==> src/rtl/mult_acc_sched_pkg.sv <==
// mult_acc_sched_pkg: state encoding, sideband record and width helper shared by the MAC frame scheduler.
package mult_acc_sched_pkg;

    typedef enum logic [1:0] {IDLE, RUN, DRAIN} state_t;

    localparam int DEF_ADDR_W = 4;

    // Default-width sideband record; the top re-declares it at its own ADDR_W
    typedef struct packed {
        logic                  valid;
        logic [DEF_ADDR_W-1:0] addr;
        logic                  first;
        logic                  last;
    } sb_t;

    function automatic int addr_w(input int n);
        return (n > 1) ? $clog2(n) : 1;
    endfunction

endpackage

==> src/rtl/mult_acc_sched_sb_pipe.sv <==
// mult_acc_sched_sb_pipe: DEPTH-stage sideband delay line; payload freezes while valid is low.
module mult_acc_sched_sb_pipe #(
    parameter int  DEPTH   = 2,
    parameter type entry_t = mult_acc_sched_pkg::sb_t
) (
    input  logic   clk,
    input  logic   rst,
    input  entry_t din,
    output entry_t dout
);

    entry_t [DEPTH-1:0] stage;
    entry_t [DEPTH:0]   chain;

    assign chain = {stage, din};
    assign dout  = chain[DEPTH];

    // Only valid entries move their payload, so the tail address holds between writes
    always_ff @(posedge clk or negedge rst) begin
        if (!rst)
            stage <= '0;
        else
            for (int i = 0; i < DEPTH; i++)
                if (chain[i].valid)
                    stage[i] <= chain[i];
                else
                    stage[i].valid <= 1'b0;
    end

endmodule

==> src/rtl/mult_acc_sched.sv <==
// mult_acc_sched: lockstep two-FIFO pop scheduler with pipeline-aligned accumulator controls.
// Define MULT_ACC_SCHED_STALL_CNT_EN to add the stall_cnt output.
module mult_acc_sched
    import mult_acc_sched_pkg::*;
#(
    parameter int AMOUNT_OF_DATA   = 16,
    parameter int AMOUNT_OF_PACKET = 4,
    parameter int PIPE_DEPTH       = 2,
`ifdef MULT_ACC_SCHED_STALL_CNT_EN
    parameter int STALL_CNT_W      = 16,
`endif
    localparam int ADDR_W = addr_w(AMOUNT_OF_DATA)
) (
    input  logic              clk,
    input  logic              rst,
    input  logic              start,
    output logic              busy,
    output logic              done,
    input  logic              f1_empty,
    input  logic              f2_empty,
    output logic              f1_rd,
    output logic              f2_rd,
    output logic              acc_we,
    output logic [ADDR_W-1:0] acc_addr,
    output logic              acc_first,
`ifdef MULT_ACC_SCHED_STALL_CNT_EN
    output logic              res_valid,
    output logic [STALL_CNT_W-1:0] stall_cnt
`else
    output logic              res_valid
`endif
);

    localparam int PKT_W = addr_w(AMOUNT_OF_PACKET);
    localparam int DRN_W = addr_w(PIPE_DEPTH);

    typedef struct packed {
        logic              valid;
        logic [ADDR_W-1:0] addr;
        logic              first;
        logic              last;
    } side_t;

    state_t            state, next;
    logic [ADDR_W-1:0] elem_cnt;
    logic [PKT_W-1:0]  pkt_cnt;
    logic [DRN_W-1:0]  drain_cnt;
    logic              pop, last_elem, last_pkt, accept;
    side_t             entry, tail;

    assign last_elem = elem_cnt == ADDR_W'(AMOUNT_OF_DATA - 1);
    assign last_pkt  = pkt_cnt == PKT_W'(AMOUNT_OF_PACKET - 1);
    assign accept    = state == IDLE && start;

    always_ff @(posedge clk or negedge rst) begin
        if (!rst)
            state <= IDLE;
        else
            state <= next;
    end

    always_comb begin
        next = state;
        case (state)
            IDLE:    next = start ? RUN : IDLE;
            RUN:     next = (pop && last_elem && last_pkt) ? DRAIN : RUN;
            DRAIN:   next = (drain_cnt == '0) ? IDLE : DRAIN;
            default: next = IDLE;
        endcase
    end

    always_comb begin
        busy  = state != IDLE;
        pop   = state == RUN && !f1_empty && !f2_empty;
        done  = state == DRAIN && drain_cnt == '0;
        f1_rd = pop;
        f2_rd = pop;
    end

    // drain_cnt is reloaded on every pop; only the final pop's value matters
    always_ff @(posedge clk or negedge rst) begin
        if (!rst) begin
            elem_cnt  <= '0;
            pkt_cnt   <= '0;
            drain_cnt <= '0;
        end else if (accept) begin
            elem_cnt <= '0;
            pkt_cnt  <= '0;
        end else if (pop) begin
            elem_cnt  <= last_elem ? '0 : elem_cnt + 1'b1;
            pkt_cnt   <= !last_elem ? pkt_cnt : (last_pkt ? '0 : pkt_cnt + 1'b1);
            drain_cnt <= DRN_W'(PIPE_DEPTH - 1);
        end else if (state == DRAIN) begin
            drain_cnt <= drain_cnt - 1'b1;
        end
    end

    assign entry = '{valid: pop, addr: elem_cnt, first: pkt_cnt == '0, last: last_pkt};

    mult_acc_sched_sb_pipe #(
        .DEPTH   (PIPE_DEPTH),
        .entry_t (side_t)
    ) u_sb_pipe (
        .clk  (clk),
        .rst  (rst),
        .din  (entry),
        .dout (tail)
    );

    assign acc_we    = tail.valid;
    assign acc_addr  = tail.addr;
    assign acc_first = tail.first & tail.valid;
    assign res_valid = tail.last & tail.valid;

`ifdef MULT_ACC_SCHED_STALL_CNT_EN
    always_ff @(posedge clk or negedge rst) begin
        if (!rst)
            stall_cnt <= '0;
        else if (accept)
            stall_cnt <= '0;
        else if (state == RUN && !pop && stall_cnt != '1)
            stall_cnt <= stall_cnt + 1'b1;
    end
`endif

endmodule

==> config.mk <==
export PLATFORM = sky130hd
export DESIGN_NAME = mult_acc_sched
export DESIGN_NICKNAME = d
export VERILOG_FILES = /design/src/rtl/mult_acc_sched_pkg.sv /design/src/rtl/mult_acc_sched_sb_pipe.sv /design/src/rtl/mult_acc_sched.sv
export SDC_FILE = /design/constraint.sdc
export NUM_CORES = 1
export LEC_CHECK = 0
export ABC_AREA = 0
export BUFFER_PORTS_ARGS = -buffer_cell sky130_fd_sc_hd__buf_2
export CAP_MARGIN = 20
export CELL_PAD_IN_SITES_DETAIL_PLACEMENT = 0
export CELL_PAD_IN_SITES_GLOBAL_PLACEMENT = 2
export CORE_MARGIN = 8
export CORE_UTILIZATION = 31
export DETAILED_ROUTE_END_ITERATION = 12
export HOLD_SLACK_MARGIN = 0.03
export PLACE_DENSITY = 0.8
export RECOVER_POWER = 100
export SYNTH_ARGS = -nofsm -noshare
export SYNTH_HDL_FRONTEND = slang
export SYNTH_SLANG_ARGS = --single-unit
==> constraint.sdc <==
create_clock -name clk -period 1.9 [get_ports clk]
set_clock_uncertainty 0.2 [all_clocks]
set_input_delay 0.095 -clock clk [delete_from_list [all_inputs] [get_ports clk]]
set_output_delay 0.095 -clock clk [all_outputs]
set_load 0.02 [all_outputs]
==> metrics.md <==
| Metric | Value |
|---|---|
| Result of the run | `finished, final reports clean` |
| Path class of the lowest-slack min-delay path | `primary input to register` |
| Final Non-Filler Cells | `163` |
| Detail Route Antenna Nets | `0` |
| Max Slew Vio Count | `0` |
| Fin crit period | `1860 ps` |
| Final setup violation count | `0` |
| Post-route cell area | `0.001229 sq mm` |
| Count of yosys warnings during synthesis | `0` |
| Synthesized net count | `106` |
| Critical Path End Type | `register` |
| Core area | `0.003258 sq mm` |
| Leading cell types in the layout, fill and taps excluded | `23 x sky130_fd_sc_hd__dfrtp_1, 19 x sky130_fd_sc_hd__nand2_1, 8 x sky130_fd_sc_hd__clkbuf_1` |
| Mapped Cells | `98` |
| Register area share after synthesis | `0.5617` |
| Cell area after synthesis | `0.001025 sq mm` |
| DR WL/cell | `11.69 microns` |
| Avg Synthesized Cell Area | `10.46 sq um` |
| Net count reported at finish | `126` |
| TritonRoute pass-1 iters | `2` |
| Via count of the first global-routing pass | `752` |
| VDD IR-drop max | `0.0005043 V` |
| DP Worst Slack | `-3.196 ps` |
| Final setup margin | `39.66 ps` |
| Die ar. | `0.005402 sq mm` |
| TritonCTS Buffers | `3` |
| Critical Path Fanout Max | `6` |
| Worst EP arrival | `1910 ps` |
| Total power density per cell area | `1021 mW/mm^2` |
| Clock tree root buffer cell | `sky130_fd_sc_hd__clkbuf_4` |
| Avg Vias per Cell | `4.577` |
| Worst Reg2Reg Path Length in Cells | `3` |
| CP cell instances | `or4b_4 -> or4_1 -> a21oi_1` |
| First-pass GRT wire length | `3270 microns` |
| Routed wire length | `1906 microns` |
| Worst-skew pair later-pin latency | `310 ps` |
| Cell family with most CP delay | `simple AND/OR/NAND/NOR gates` |
| Endpoints failing hold | `0` |
| CTS sink count | `23` |
| Depth of the critical timing path with buffers and inverters included | `3` |
| Worst slew margin relative to its limit | `0.1743` |
| Starting Density | `0.3145` |
| Placer's final routability congestion estimate | `0.6962` |
| Drc violations | `0` |
| Number of placed I/O pins | `16` |
| Slew at the pin with the worst max-slew slack | `1239 ps` |
| PortBufs | `15` |
| Die H | `73.50 microns` |
| Synthesis-stage register bit count | `23` |
| Total routing usage reported by global routing | `0.07610` |
| Antenna diode count | `0` |
| Iteration-0 DRC count of the detailed router | `32` |
| Max-cap violations | `0` |
| TritonCTS clock tree | `done` |
| Startpoint types | `register` |
| Buf+Inv Stages, Crit Path | `0` |
| Critical Path RT | `1950 ps` |
| Commonest non-fill, non-tap cell in the layout | `sky130_fd_sc_hd__dfrtp_1` |
| Final worst path period share | `0.9791` |
| Placed wire-length estimate | `1390 microns` |
| Multi-input logic area | `390.4 sq um` |
| Filler cell count in the final layout | `364` |
| Number of antenna violations at the first check in global routing | `0` |
| Library cell contributing the largest single delay on the critical path | `sky130_fd_sc_hd__or4b_4` |
| Placed instance area | `0.001155 sq mm` |
| Post-synth cell types | `24` |
| Fraction of layout instances using a drive strength above 1 | `0.2650` |
| Depth of the worst hold-timing path | `5` |
| Number of cells after detailed placement | `157` |
| # H-tree levels | `1` |
| X dimension of the die | `73.50 microns` |
| Setup slack of the worst register-to-register path | `40 ps` |
| Cell Rows | `21` |
| Maximum buffer depth of the clock tree | `2` |
| WS Path Type | `register to register` |
| Worst Hold Slack | `40.16 ps` |
| Worst stage delay on the critical path | `580 ps` |
| LEAKAGE | `0.5784 nW` |
| Max Clock Freq | `537.5 MHz` |
| Clock slew at reported path FFs | `130 ps` |
| Maximum number of pins on one net before global-route repair | `24` |
| RSZ-0062 raised after global routing | `yes` |
| Sequential cell area | `575.6 sq um` |
| Global route overflow | `0` |
| Area Overhead vs Synth | `19.90%` |
| Vias after detailed routing | `746` |
## sequential cells by signal, summed over array words and instances (netlist names)
name / flops
drain_cnt: 1
elem_cnt: 4
pkt_cnt: 2
state: 2
u_sb_pipe.chain: 7
u_sb_pipe.dout: 7
## repair_timing
item,in CTS,in global routing
setup endpoints to repair,4,2
endpoints found under the hold margin,26,0
gates resized for setup,6,7
pin swaps,1,3
setup buffers,1,0
hold buffers,2,0
## cell usage after synthesis
cell                       instances  share of area
sky130_fd_sc_hd__dfrtp_1          23           0.56
sky130_fd_sc_hd__o21ai_0           4          0.020
sky130_fd_sc_hd__a31o_2            1         0.0085
sky130_fd_sc_hd__or2_2             1         0.0061
sky130_fd_sc_hd__nor2_1            2         0.0073
sky130_fd_sc_hd__nand2_1          19          0.070
sky130_fd_sc_hd__a21o_1            1         0.0073
sky130_fd_sc_hd__ha_1              3          0.037
sky130_fd_sc_hd__buf_2             2         0.0098
sky130_fd_sc_hd__a21oi_1           8          0.039
sky130_fd_sc_hd__inv_1             5          0.018
sky130_fd_sc_hd__and2_1            2          0.012
sky130_fd_sc_hd__or4b_1            1         0.0098
sky130_fd_sc_hd__a22o_1            1         0.0085
sky130_fd_sc_hd__and3_1            1         0.0061
sky130_fd_sc_hd__nand3_1           4          0.020
sky130_fd_sc_hd__buf_4             5          0.037
sky130_fd_sc_hd__nand3b_1          1         0.0073
sky130_fd_sc_hd__o31ai_1           1         0.0073
sky130_fd_sc_hd__or4_1             2          0.015
sky130_fd_sc_hd__or3_1             1         0.0061
sky130_fd_sc_hd__clkbuf_1          2         0.0073
sky130_fd_sc_hd__nor3b_1           2          0.015
sky130_fd_sc_hd__mux2_2            6          0.066
## worst reg2reg max path, cell delays in order (launching register included)
cell and delay [ps]:
sky130_fd_sc_hd__dfrtp_1 400, sky130_fd_sc_hd__or4b_4 580, sky130_fd_sc_hd__or4_1 490, sky130_fd_sc_hd__a21oi_1 130
## path summary, 6_finish.rpt
| path | startpoint | endpoint |
|---|---|---|
| max in group asynchronous | rst | u_sb_pipe.chain[11] |
| worst min-delay path | f1_empty | u_sb_pipe.chain[12] |
| worst min register to register | u_sb_pipe.chain[9] | u_sb_pipe.chain[9] |
| min in group asynchronous | rst | pkt_cnt[1] |
| worst max-delay path | state[1] | elem_cnt[3] |
| worst max register to register | state[1] | elem_cnt[3] |
## layout make-up
class	count	share of cell area
clock inverter	1	0.004073
inverter	5	0.01935
sequential	23	0.4684
clock buffer	3	0.01833
timing repair buffer	24	0.1253
tap	46	0.04684
multi-input combinational	61	0.3177
## where the power goes
| part | internal, W | leakage (nW) | switching, W |
|---|---|---|---|
| sequential | 0.000606 | 0.296 | 0.0000845 |
| combinational | 0.000152 | 0.265 | 0.000189 |
| clock | 0.0000785 | 0.0177 | 0.000144 |
## cells by family after synthesis
family	synth area share
simple gates	0.1734
compound gates	0.09037
mux	0.06593
flops	0.5617
buf+inv	0.07205
fa+ha+maj	0.03663
## metal layers
metal,routed length (microns),track usage,share of wire,vias to the layer above
li1,-,-,-,367
met1,918,0.08923,0.48,362
met5,0,0,0,-
met2,864,0.1250,0.45,15
met4,11,0.006652,0.0058,0
met3,112,0.03820,0.059,2
## stage by stage
| stage | total power (W) | utilization | setup TNS, ps |
|---|---|---|---|
| floorplan | 0.0009589 | - | 0 |
| global placement | 0.001025 | 0.3545 | 0 |
| detailed placement | 0.001036 | 0.3545 | -3.196 |
| CTS | 0.001276 | 0.3760 | -25.36 |
| global route | 0.001352 | 0.3771 | -37.89 |
| finish | 0.001254 | 0.3771 | 0 |
No activity file was read; power rests on OpenSTA's default activity.
